$ cat src/rtl/vga_fifo_reader.sv
// vga_fifo_reader: 640x480@60 VGA timing in the pixel clock domain, popping one RGB word per active pixel.
// Define UNDERFLOW_CNT_EN to build the per-frame underflow counter behind underflow_cnt (tied to 0 otherwise).
module vga_fifo_reader #(
   parameter int unsigned H_ACTIVE = 640,
   parameter int unsigned H_FP     = 16,
   parameter int unsigned H_SYNC   = 96,
   parameter int unsigned H_BP     = 48,
   parameter int unsigned V_ACTIVE = 480,
   parameter int unsigned V_FP     = 10,
   parameter int unsigned V_SYNC   = 2,
   parameter int unsigned V_BP     = 33
) (
   input  logic        clk_25mhz,
   input  logic        rst,
   input  logic [23:0] fifo_data,
   input  logic        fifo_empty,
   output logic        rd_fifo,
   output logic        hsync,
   output logic        vsync,
   output logic [7:0]  pixel_r,
   output logic [7:0]  pixel_g,
   output logic [7:0]  pixel_b,
   output logic        frame_start,
   output logic        underflow,
   output logic [15:0] underflow_cnt
);

   localparam int unsigned CNT_W  = 10;
   localparam int unsigned PIX_W  = 24;
   localparam int unsigned UCNT_W = 16;
   localparam int unsigned H_TOT  = H_ACTIVE + H_FP + H_SYNC + H_BP;
   localparam int unsigned V_TOT  = V_ACTIVE + V_FP + V_SYNC + V_BP;

   localparam logic [CNT_W-1:0] H_LAST     = CNT_W'(H_TOT - 1);
   localparam logic [CNT_W-1:0] V_LAST     = CNT_W'(V_TOT - 1);
   localparam logic [CNT_W-1:0] H_ACT_END  = CNT_W'(H_ACTIVE);
   localparam logic [CNT_W-1:0] V_ACT_END  = CNT_W'(V_ACTIVE);
   localparam logic [CNT_W-1:0] H_SYNC_BEG = CNT_W'(H_ACTIVE + H_FP);
   localparam logic [CNT_W-1:0] H_SYNC_END = CNT_W'(H_ACTIVE + H_FP + H_SYNC);
   localparam logic [CNT_W-1:0] V_SYNC_BEG = CNT_W'(V_ACTIVE + V_FP);
   localparam logic [CNT_W-1:0] V_SYNC_END = CNT_W'(V_ACTIVE + V_FP + V_SYNC);

   typedef enum logic {
      WAIT_FILL = 1'b0,
      RUN       = 1'b1
   } state_e;

   state_e             state_q, state_d;
   logic [CNT_W-1:0]   h_cnt_q, h_cnt_d;
   logic [CNT_W-1:0]   v_cnt_q, v_cnt_d;

   // stage 0 decode of the registered counters
   logic               de0, hs0, vs0, fs0, uf0;

   // stage 1
   logic               de1_q, hs1_q, vs1_q, pop1_q, fs1_q;

   // stage 2 (pins)
   logic               hsync_q, vsync_q, frame_start_q;
   logic [PIX_W-1:0]   pix_q, pix_d;
   logic               underflow_q, underflow_d;

   // State register and raster counters
   always_ff @(posedge clk_25mhz or posedge rst) begin
      if (rst) begin
         state_q <= WAIT_FILL;
         h_cnt_q <= '0;
         v_cnt_q <= '0;
      end else begin
         state_q <= state_d;
         h_cnt_q <= h_cnt_d;
         v_cnt_q <= v_cnt_d;
      end
   end

   // Next state, counter advance and stage-0 timing decode
   always_comb begin
      state_d = state_q;
      h_cnt_d = h_cnt_q;
      v_cnt_d = v_cnt_q;
      de0     = 1'b0;
      hs0     = 1'b1;
      vs0     = 1'b1;
      fs0     = 1'b0;

      case (state_q)
         WAIT_FILL: begin
            h_cnt_d = '0;
            v_cnt_d = '0;
            if (!fifo_empty) begin
               state_d = RUN;
            end
         end
         RUN: begin
            if (h_cnt_q == H_LAST) begin
               h_cnt_d = '0;
               v_cnt_d = (v_cnt_q == V_LAST) ? '0 : v_cnt_q + CNT_W'(1);
            end else begin
               h_cnt_d = h_cnt_q + CNT_W'(1);
            end
            de0 = (h_cnt_q < H_ACT_END) && (v_cnt_q < V_ACT_END);
            hs0 = !((h_cnt_q >= H_SYNC_BEG) && (h_cnt_q < H_SYNC_END));
            vs0 = !((v_cnt_q >= V_SYNC_BEG) && (v_cnt_q < V_SYNC_END));
            fs0 = (h_cnt_q == '0) && (v_cnt_q == '0);
         end
      endcase
   end

   // Pop only when a word is there; a missing word becomes a black pixel and is never skipped
   assign rd_fifo = de0 & ~fifo_empty;
   assign uf0     = de0 & fifo_empty;

   always_comb begin
      pix_d       = (pop1_q && de1_q) ? fifo_data : '0;
      underflow_d = underflow_q | uf0;
   end

   // Stage 1 and pin registers; fifo_data is valid the clock after rd_fifo, aligning with pop1
   always_ff @(posedge clk_25mhz or posedge rst) begin
      if (rst) begin
         de1_q         <= 1'b0;
         hs1_q         <= 1'b1;
         vs1_q         <= 1'b1;
         pop1_q        <= 1'b0;
         fs1_q         <= 1'b0;
         hsync_q       <= 1'b1;
         vsync_q       <= 1'b1;
         frame_start_q <= 1'b0;
         pix_q         <= '0;
         underflow_q   <= 1'b0;
      end else begin
         de1_q         <= de0;
         hs1_q         <= hs0;
         vs1_q         <= vs0;
         pop1_q        <= rd_fifo;
         fs1_q         <= fs0;
         hsync_q       <= hs1_q;
         vsync_q       <= vs1_q;
         frame_start_q <= fs1_q;
         pix_q         <= pix_d;
         underflow_q   <= underflow_d;
      end
   end

`ifdef UNDERFLOW_CNT_EN
   logic              frame_wrap;
   logic [UCNT_W-1:0] frame_uf_q, frame_uf_d;
   logic [UCNT_W-1:0] ucnt_q, ucnt_d;

   assign frame_wrap = (state_q == RUN) && (h_cnt_q == H_LAST) && (v_cnt_q == V_LAST);

   // Saturating per-frame count, published at the last blanking clock of the frame
   always_comb begin
      frame_uf_d = frame_uf_q;
      ucnt_d     = ucnt_q;
      if (frame_wrap) begin
         ucnt_d     = frame_uf_q;
         frame_uf_d = '0;
      end else if (uf0 && (frame_uf_q != '1)) begin
         frame_uf_d = frame_uf_q + UCNT_W'(1);
      end
   end

   always_ff @(posedge clk_25mhz or posedge rst) begin
      if (rst) begin
         frame_uf_q <= '0;
         ucnt_q     <= '0;
      end else begin
         frame_uf_q <= frame_uf_d;
         ucnt_q     <= ucnt_d;
      end
   end

   assign underflow_cnt = ucnt_q;
`else
   assign underflow_cnt = '0;
`endif

   assign hsync       = hsync_q;
   assign vsync       = vsync_q;
   assign pixel_r     = pix_q[23:16];
   assign pixel_g     = pix_q[15:8];
   assign pixel_b     = pix_q[7:0];
   assign frame_start = frame_start_q;
   assign underflow   = underflow_q;

endmodule

$ cat config.mk
export PLATFORM = sky130hd
export DESIGN_NAME = vga_fifo_reader
export DESIGN_NICKNAME = d
export VERILOG_FILES = /design/src/rtl/vga_fifo_reader.sv
export SDC_FILE = /design/constraint.sdc
export NUM_CORES = 1
export LEC_CHECK = 0
export CORE_UTILIZATION = 40
export DETAILED_ROUTE_END_ITERATION = 12
export PLACE_DENSITY = 0.82
export SLEW_MARGIN = 20
export SYNTH_ARGS = -nofsm -noshare
export SYNTH_HDL_FRONTEND = slang
export SYNTH_SLANG_ARGS = --single-unit
$ cat constraint.sdc
create_clock -name clk_25mhz -period 3 [get_ports clk_25mhz]
set_input_delay 0.75 -clock clk_25mhz [delete_from_list [all_inputs] [get_ports clk_25mhz]]
set_output_delay 0.75 -clock clk_25mhz [all_outputs]
set_load 0.01 [all_outputs]
* Word level (Yosys, flattened, before mapping)
Index checks and enable logic that the tools add are counted.
** Storage, ports and cells
- Bits in registers :: 54
- Latch bits :: 0
- RAM bits :: 0
- Bits in read-only memories :: 0
- Bits of input ports :: 27
- Output and inout bits :: 45
- Memories kept :: 0
** Cells by class
- Add/sub/neg operators :: 2
- Multipliers :: 0
- Divide/modulo/power cells :: 0
- $lt $le $gt $ge :: 6
- Equality and inequality tests :: 3
- Shift operators :: 0
- Muxes and demuxes :: 12
- Bitwise operators :: 5
- Reductions and logical operators :: 9
** Operators by type and width (number)
- 10-bit case mux with 2 select lines :: 2
- 10-bit two-way mux :: 3
- 24-bit two-way mux :: 1
- 10-bit by 1-bit adder with 10-bit output (second input constant) :: 2
- 10-bit == test (second input constant) :: 2
- 10-bit logical NOT :: 2
- 10-bit less-than comparator (second input constant) :: 2
- 10-bit by 9-bit less-than comparator with 1-bit output (second input constant) :: 2
- 10-bit greater-or-equal comparator (second input constant) :: 1
- 10-bit by 9-bit greater-or-equal comparator with 1-bit output (second input constant) :: 1
- 1-bit two-way mux :: 6
- 1-bit logical AND :: 5
- 1-bit bitwise AND :: 2
- 1-bit logical NOT :: 2
- 2-bit by 1-bit != test with 1-bit output (second input constant) :: 1
- 1-bit inverter :: 2
- 1-bit bitwise OR :: 1

* Logic depth before layout (Yosys ltp)
Gate-level depths: netlist (run 1).
- Word-level depth :: 5
- Depth in mapped cells :: 6

* Least setup slack after synthesis (run 1)
OpenSTA, ideal clock, no wires.
- Path kind :: input -> output
- From :: in fifo_empty
- To :: out rd_fifo
- Arrival :: 1.209 ns
- Required time :: 2.250 ns
- Setup slack :: 1.041 ns
- Stages on the path :: 1
- Cells stage by stage :: nor4_1
** Between the ends
- Cells in the longest elaborated chain, start to end :: 2
** RTL lines
- start: declaration :: line 16 : input logic fifo_empty,
- 1-bit inverter :: line 110 : assign rd_fifo = de0 & ~fifo_empty;
- 1-bit bitwise AND :: line 110
- end: declaration :: line 17 : output logic rd_fifo,
No other way between the ends.

* Worst setup path in the final report (run 1)
Same ends and word-level chain as after synthesis.

==> results.tsv, run 1 <==
metric	value	unit
p_leak	1.360	nW
largestRegisters	pix_q (24), h_cnt_q (10), v_cnt_q (10)	
timing.final.ws_setup	0.1027	ns
cts_max_level	2	
status	finished, final reports clean	
power_switching	0.0002894	W
slew_headroom	51.72	%
rsz0062_at_grt	false	
grt_max_degree	30	
rows	27	
io_pins	72	
clk_path_buf_depth	2	
ys.warnings.count	0	
fmax	345.2	MHz
fin_util	53.98	%
period_share	96.58	%
cts.sinks	54	
grt_pass1_wl	7327	um
grt_antenna_before_repair	0	
firstDrtPassIters	4	
final_cell_mix	clkdlybuf4s50_1 (55), dfrtp_1 (50), and3_1 (28)	
ff2ff_setup_slack	1.05	ns
yosysUniqueCellTypes	44	
crit_fanout	3	
drt-initial-drc-count	73	
die_area	6159	um2
stdcell_area	3009	um2
cts-root-buf	clkbuf_8	
hpwl	3216	um
dr_total_vias	1678	
areaGrowthSynthToFinish	28.61	%
end_kind	primary output	
yosysSeqAreaShare	57.97	%
period_needed	2.897	ns
cts_buffers	5	
peakVddDrop	0.0002328	V
regMostFlops	pix_q	
power_frac_seq	59.2	%
largest_reg_flops	24	
grt_pass1_vias	1538	
finalNetCount	292	
critical_path_arrival	2.15	ns
antenna-diode-count	0	
critPathKind	input port to primary output	
cts_tree	done	
cts.clk_slew.worst_paths	0.10	ns
internal_power	0.0009804	W
gr-total-overflow	0	
regArea	1356	um2
ant_nets	0	
netlist_area	2340	um2
gp_congestion	0.9032	
startpoint_type	input port	
holdBufCountCts	0	
grt_usage	15.26	%
swShare	22.79	%
required	2.25	ns
layout_commonest_cell	clkdlybuf4s50_1	
core	5574	um2
finalNonFillerCells	334	
slew_violations	0	
hold_violations	0	
async_flop_share	100.0	%
fillers	467	
powerDensity	422.0	nW/um2
clock_skew	0.004200	ns
wire_per_inst	12.87	um
clkLatencyLatePin	0.30	ns
layout-drive-gt1-share	8.779	%
synth_enable_flop_cells	0	
die_w	78.48	um
synthCells	204	
synth-main-ff-cell	dfrtp_1	
place_area	2917	um2
setup_viol	0	
tightest_slew	0.7208	ns
hold_class	register to register	
drc	0	
drt-total-wl	4298	um
multi_input_area	858.3	um2
maxCapViolations	0	
numPortBuffers	55	
detail_route.vias_per_cell	5.024	
dieHeight	78.48	um
tns	0	ns
start_util	41.98	%
dpl_worst_slack	0.1137	ns
post_cts_buffers	0	
p_clk_share	31.8	%
combPwrFrac	9.0	%
postSynthAreaPerCell	11.47	um2
ys_ff_latch	54	
cts-resized-gates	0	
dp.cells	326	
==> power by group through the flow <==
stage          combinational [W]  sequential, W  clock (W)
6_report                0.000115       0.000751   0.000404
5_1_grt                 0.000125       0.000753   0.000450
4_1_cts                 0.000117       0.000751   0.000414
3_5_place_dp            0.000116       0.000766          0
3_3_place_gp            0.000115       0.000765          0
2_1_floorplan          0.0000488       0.000773          0
==> cell usage after synthesis, types with 2 or more instances <==
cell	instances	area share, %
and4_1	2	0.75
or4_1	2	0.64
o21ai_0	3	0.64
clkbuf_1	4	0.64
nand3_1	5	1.1
dfstp_2	4	4.5
and2_1	2	0.53
buf_4	16	5.1
o21ai_1	2	0.43
nand2_1	9	1.4
inv_1	10	1.6
dfrtp_1	50	53
nor4_1	3	0.80
a21o_1	3	0.96
nor3_1	4	0.86
o31ai_1	3	0.96
and3_1	28	7.5
nand4_1	4	1.1
a21oi_1	3	0.64
xnor2_1	2	0.75
ha_1	4	2.1
o211ai_1	2	0.64
xor2_1	6	2.2
or3_1	2	0.53
nor2_1	11	1.8
nand4b_1	2	0.75
==> layout make-up <==
type                       count  share of cell area (%)
sequential                    54                   45.07
clock buffer                   5                   2.287
clock inverter                 3                  0.7900
tap                           72                   2.994
timing repair buffer          56                   18.96
inverter                      11                   1.372
multi-input combinational    133                   28.52
==> metal layers <==
metal,share of wire (%),track usage (%),vias up
li1,-,-,793
met1,48,20.24,790
met2,43,23.60,87
met3,6.8,3.488,8
met4,2.6,7.222,0
met5,0,0,-
==> metrics by stage <==
step / hold WS [ns] / power (W)
6_report: 0.3601 / 0.001270
5_1_grt: 0.3705 / 0.001328
4_1_cts: 0.3616 / 0.001282
3_5_place_dp: 0.3402 / 0.0008818
3_3_place_gp: 0.3386 / 0.0008807
2_1_floorplan: 0.3312 / 0.0008216
==> worst max-delay path, stage by stage <==
cell	delay (ns)
clkdlybuf4s50_1	0.45
nor4_1	0.33
clkdlybuf4s50_1	0.62
==> final timing paths <==
kind | end | startpoint | cells past startpoint
max | rd_fifo | fifo_empty | 3
min | frame_start$_DFF_PP0_ | fs1_q$_DFF_PP0_ | 0
max reg2reg | v_cnt_q[2]$_DFFE_PP0P_ | h_cnt_q[0]$_DFF_PP0_ | 5
min reg2reg | frame_start$_DFF_PP0_ | fs1_q$_DFF_PP0_ | 0
max in group asynchronous | hs1_q$_DFF_PP1_ | rst | 3
min in group asynchronous | pix_q[22]$_DFF_PP0_ | rst | 2
==> kinds of logic (layout without fill, tap and decap cells) <==
| kind of cell | Yosys count | after routing | synth area share, % |
|---|---|---|---|
| and+or+nand+nor | 82 | 82 | 21.87 |
| DFF | 54 | 54 | 57.97 |
| buffers and inverters | 32 | 75 | 7.754 |
| AOI/OAI and AO/OA | 23 | 23 | 7.112 |
| xor gates and xnor gates | 8 | 8 | 2.995 |
| adders and majority gates | 4 | 4 | 2.139 |
| other | 1 | 16 | 0.1603 |
No activity file was read; power rests on OpenSTA's default activity.
==> run 2: changes to the inputs <==
--- a/config.mk
+++ b/config.mk
@@ -7,7 +7,8 @@
 export LEC_CHECK = 0
 export CORE_UTILIZATION = 40
 export DETAILED_ROUTE_END_ITERATION = 12
-export PLACE_DENSITY = 0.82
+export DONT_BUFFER_PORTS = 1
+export PLACE_DENSITY = 0.66
 export SLEW_MARGIN = 20
 export SYNTH_ARGS = -nofsm -noshare
 export SYNTH_HDL_FRONTEND = slang
==> results.tsv, run 2 (synthesized netlist as in run 1, its figures left out) <==
metric	value	unit	change
p_clk_share	34.8	%	+3.0 points
holdBufCountCts	0		unchanged
peakVddDrop	0.0002443	V	+4.9%
power_switching	0.0002793	W	-3.5%
p_leak	1.153	nW	-15%
critical_path_arrival	1.61	ns	-0.54 ns
hold_violations	0		unchanged
tightest_slew	0.6700	ns	-0.05079 ns
swShare	22.82	%	+0.027 points
slew_violations	0		unchanged
cts_buffers	5		unchanged
crit_fanout	10		+7
slew_headroom	54.92	%	+3.2 points
firstDrtPassIters	5		+1
crit_chain	inv_2 > nor4_1		
detail_route.vias_per_cell	5.219		+3.9%
rsz0062_at_grt	false		
dr_total_vias	1456		-13%
final_cell_mix	dfrtp_1 (50), and3_1 (28), conb_1 (16)		
end_kind	primary output		
tns	0	ns	unchanged
maxCapViolations	0		unchanged
grt_pass1_wl	6810	um	-7.1%
largest_reg_flops	24		unchanged
clock_skew	0.009772	ns	+0.005572 ns
gp_congestion	0.8341		-7.7%
cpPeakStageDelay	0.64	ns	+0.02 ns
cts.sinks	54		unchanged
hpwl	2905	um	-9.7%
grt_usage	14.23	%	-1.0 points
internal_power	0.0009448	W	-3.6%
status	finished, final reports clean		
dieHeight	78.48	um	unchanged
io_pins	72		unchanged
antenna-diode-count	0		unchanged
post_cts_buffers	0		unchanged
start_util	41.98	%	unchanged
clk_path_buf_depth	2		unchanged
gr-total-overflow	0		unchanged
die_area	6159	um2	unchanged
largestRegisters	pix_q (24), h_cnt_q (10), v_cnt_q (10)		
cp_slowest_cell	nor4_1		
drt-initial-drc-count	93		+27%
timing.final.ws_setup	0.6362	ns	+0.5334 ns
period_needed	2.364	ns	-0.5334 ns
grt_pass1_vias	1368		-11%
fillers	526		+13%
layout_commonest_cell	dfrtp_1		
startpoint_type	register		
clkLatencyLatePin	0.30	ns	about the same
finalNetCount	237		-19%
power_frac_seq	62.3	%	+3.1 points
areaGrowthSynthToFinish	4.813	%	
grt_antenna_before_repair	0		unchanged
setup_viol	0		unchanged
fin_util	44.00	%	-10 points
ant_nets	0		unchanged
cts_max_level	2		unchanged
stdcell_area	2452	um2	-19%
drc	0		unchanged
cts-root-buf	clkbuf_8		
regMostFlops	pix_q		
layout-drive-gt1-share	11.11	%	+2.3 points
period_share	78.79	%	-18 points
die_w	78.48	um	unchanged
grt_max_degree	42		+40%
cts-resized-gates	0		unchanged
hold_class	input port to asynchronous set/reset pin		
critPathKind	register to primary output		
numPortBuffers	0		-100%
cts.clk_slew.worst_paths	0.09	ns	about the same
core	5574	um2	unchanged
drt-total-wl	4004	um	-6.8%
combPwrFrac	2.9	%	-6.1 points
cts_tree	done		
wire_per_inst	14.35	um	+12%
place_area	2354	um2	-19%
rows	27		unchanged
powerDensity	499.2	nW/um2	+18%
required	2.25	ns	about the same
fmax	423.0	MHz	+23%
dpl_worst_slack	0.9317	ns	+0.8181 ns
## run 2: cell count changes in the layout (fill, tap and decap cells not counted), sizes merged
cell           delta
clkbuf            +1
clkdlybuf4s50    -55
clkinvlp          -1
## run 2: power by group through the flow
stage | Combinational, W | Clock, W | Sequential [W]
final | 0.0000360 | 0.000426 | 0.000762
after CTS | 0.0000372 | 0.000440 | 0.000763
after floorplan | 0.0000488 | 0 | 0.000773
after global routing | 0.0000428 | 0.000470 | 0.000766
after global placement | 0.0000360 | 0 | 0.000776
after detailed placement | 0.0000371 | 0 | 0.000777
## run 2: cell type report
class / count / area, um2 / share of cell area (%)
repair buffers: 1 / 7.507 / 0.3061
clock inverters: 2 / 16.27 / 0.6633
inverters: 11 / 41.29 / 1.684
clock buffers: 6 / 82.58 / 3.367
multi-input cells: 133 / 858.3 / 35.00
well taps: 72 / 90.09 / 3.673
flip-flops and latches: 54 / 1356 / 55.31
## run 2: final timing paths
| kind | startpoint | cells after the start | endpoint | slack [ns] |
|---|---|---|---|---|
| worst max-delay path | state_q$_DFF_PP0_ | 2 | rd_fifo | 0.64 |
| worst min-delay path | rst | 1 | v_cnt_q[1]$_DFFE_PP0P_ | 0.26 |
| worst max register to register | h_cnt_q[0]$_DFF_PP0_ | 5 | v_cnt_q[2]$_DFFE_PP0P_ | 1.15 |
| worst min register to register | fs1_q$_DFF_PP0_ | 0 | frame_start$_DFF_PP0_ | 0.35 |
| max in group asynchronous | rst | 2 | hs1_q$_DFF_PP1_ | 1.95 |
| min in group clk_25mhz | fs1_q$_DFF_PP0_ | 0 | frame_start$_DFF_PP0_ | 0.35 |
## run 2: worst max-delay path: cells and delay by family, from the launching register on
family / cells / cell delay [ns]
AND/OR/NAND/NOR: 1 / 0.64
flip-flops: 1 / 0.53
buffers and inverters: 1 / 0.15
## run 2: metal layers
metal / wire length (um) / up-vias / global-route usage (%)
met4: 72 / 0 / 6.667
met1: 1806 / 684 / 18.18
li1: - / 689 / -
met5: 0 / - / 0
met3: 387 / 6 / 5.581
met2: 1737 / 77 / 21.05
## run 2: metrics by stage
stage / hold slack, ns / power (W) / std cells
global placement: 0.3387 / 0.0008123 / 271
CTS: 0.2616 / 0.001240 / 279
finish: 0.2585 / 0.001224 / 279
global route: 0.2655 / 0.001278 / 279
floorplan: 0.3312 / 0.0008216 / 219
detailed placement: 0.3412 / 0.0008142 / 271
==> run 3: changes to the inputs <==
==> constraint.sdc (replaced) <==
create_clock -name clk_25mhz -period 2.4 [get_ports clk_25mhz]
set_input_delay 0.6 -clock clk_25mhz [delete_from_list [all_inputs] [get_ports clk_25mhz]]
set_output_delay 0.6 -clock clk_25mhz [all_outputs]
set_load 0.01 [all_outputs]
==> results.tsv, run 3 (synthesized netlist as in run 1, its figures left out) <==
metric	value	unit	change
antenna-diode-count	0		unchanged
layout_commonest_cell	dfrtp_1		
cts.sinks	54		unchanged
dr_total_vias	1470		+0.96%
grt_antenna_before_repair	0		unchanged
layout-drive-gt1-share	11.96	%	+0.85 points
power_frac_seq	63.3	%	+1.0 points
regMostFlops	pix_q		
gr-total-overflow	0		unchanged
cts_buffers	5		unchanged
combPwrFrac	3.3	%	+0.4 points
slew_violations	0		unchanged
drc	0		unchanged
period_needed	2.078	ns	
critical_path_arrival	1.48	ns	-0.13 ns
tightest_slew	0.5093	ns	-0.1608 ns
tns	0	ns	unchanged
die_w	78.48	um	unchanged
core	5574	um2	unchanged
grt_usage	14.64	%	+0.41 points
powerDensity	608.6	nW/um2	+22%
crit_fanout	10		unchanged
internal_power	0.001155	W	+22%
setup_viol	0		unchanged
post_cts_buffers	0		unchanged
areaGrowthSynthToFinish	5.722	%	
hold_class	input port to asynchronous set/reset pin		
swShare	23.27	%	+0.45 points
holdBufCountCts	0		unchanged
firstDrtPassIters	4		-1
startpoint_type	register		
slew_headroom	66.05	%	+11 points
drt-total-wl	4017	um	+0.32%
p_clk_share	33.4	%	-1.4 points
critPathKind	register to primary output		
start_util	41.98	%	unchanged
rsz0062_at_grt	false		
largest_reg_flops	24		unchanged
io_pins	72		unchanged
hpwl	2921	um	+0.54%
power_switching	0.0003503	W	+25%
peakVddDrop	0.0002652	V	+8.5%
gp_congestion	0.8607		+3.2%
fmax	481.3	MHz	
cts-resized-gates	0		unchanged
wire_per_inst	14.30	um	-0.39%
clkLatencyLatePin	0.30	ns	about the same
whs	0.1855	ns	-0.07305 ns
die_area	6159	um2	unchanged
hold_violations	0		unchanged
rows	27		unchanged
grt_pass1_vias	1382		+1.0%
grt_max_degree	33		-21%
dieHeight	78.48	um	unchanged
numPortBuffers	0		unchanged
clock_skew	0.003771	ns	-0.006001 ns
grt_pass1_wl	6934	um	+1.8%
finalNetCount	239		+0.84%
period_share	86.56	%	
p_leak	1.159	nW	+0.56%
status	finished, final reports clean		
ant_nets	0		unchanged
cts_tree	done		
clk_path_buf_depth	2		unchanged
final_cell_mix	dfrtp_1 (50), and3_1 (28), conb_1 (16)		
largestRegisters	pix_q (24), h_cnt_q (10), v_cnt_q (10)		
end_kind	primary output		
detail_route.vias_per_cell	5.231		+0.24%
cts_max_level	2		unchanged
cts.clk_slew.worst_paths	0.09	ns	about the same
maxCapViolations	0		unchanged
required	1.80	ns	-0.45 ns
drt-initial-drc-count	78		-16%
cts-root-buf	clkbuf_8		
-- run 3: changes by cell type in the layout (fill, tap and decap cells not counted), sizes merged --
cell / previous run / this run
clkbuf: 6 / 5
clkinvlp: 1 / 2
buf: 1 / 3
-- run 3: path summary, 6_finish.rpt --
check | startpoint | endpoint | slack (ns) | cells past startpoint
setup / recovery | state_q$_DFF_PP0_ | rd_fifo | 0.32 | 3
hold / removal | rst | pix_q[11]$_DFF_PP0_ | 0.19 | 1
setup reg to reg | h_cnt_q[0]$_DFF_PP0_ | v_cnt_q[8]$_DFFE_PP0P_ | 0.64 | 5
hold reg to reg | fs1_q$_DFF_PP0_ | frame_start$_DFF_PP0_ | 0.36 | 0
max in group asynchronous | rst | hsync$_DFF_PP1_ | 1.62 | 2
min in group clk_25mhz | fs1_q$_DFF_PP0_ | frame_start$_DFF_PP0_ | 0.36 | 0
-- run 3: worst max-delay path: stages (launching register included) --
cell	delay, ns
dfrtp_1	0.52
inv_2	0.17
nor4_1	0.30
buf_4	0.18
-- run 3: final cells by class --
cell class	instances	area, um2
Clock buffer	5	68.82
Clock inverter	3	23.77
Fill cell	516	3100
Inverter	11	41.29
Multi-Input combinational cell	133	858.3
Sequential cell	54	1356
Tap cell	72	90.09
Timing Repair Buffer	3	35.03
-- run 3: through the flow --
step           cells  total power (W)  area (um2)  worst slack (ns)  utilization (%)
2_1_floorplan    219         0.001027        2396            0.4920                -
3_3_place_gp     273         0.001020        2381            0.6802            42.72
3_5_place_dp     273         0.001022        2381            0.6411            42.72
4_1_cts          281         0.001526        2474            0.3074            44.38
5_1_grt          281         0.001577        2474            0.1925            44.38
6_report         281         0.001505        2474            0.3225            44.38
-- run 3: routing by layer --
layer / GRT usage (%) / wire length [um] / vias up / share of wire [%]
met3: 6.744 / 444 / 8 / 11
met1: 18.42 / 1808 / 692 / 45
met2: 21.40 / 1677 / 83 / 42
met5: 0 / 0 / - / 0
met4: 6.481 / 87 / 0 / 2.2
li1: - / - / 687 / -
-- run 3: power groups by stage --
stage / Sequential [W] / Clock [W] / Combinational (W)
6_report: 0.000953 / 0.000503 / 0.0000491
5_1_grt: 0.000957 / 0.000562 / 0.0000576
4_1_cts: 0.000953 / 0.000522 / 0.0000509
3_5_place_dp: 0.000971 / 0 / 0.0000505
3_3_place_gp: 0.000970 / 0 / 0.0000493
2_1_floorplan: 0.000966 / 0 / 0.0000610
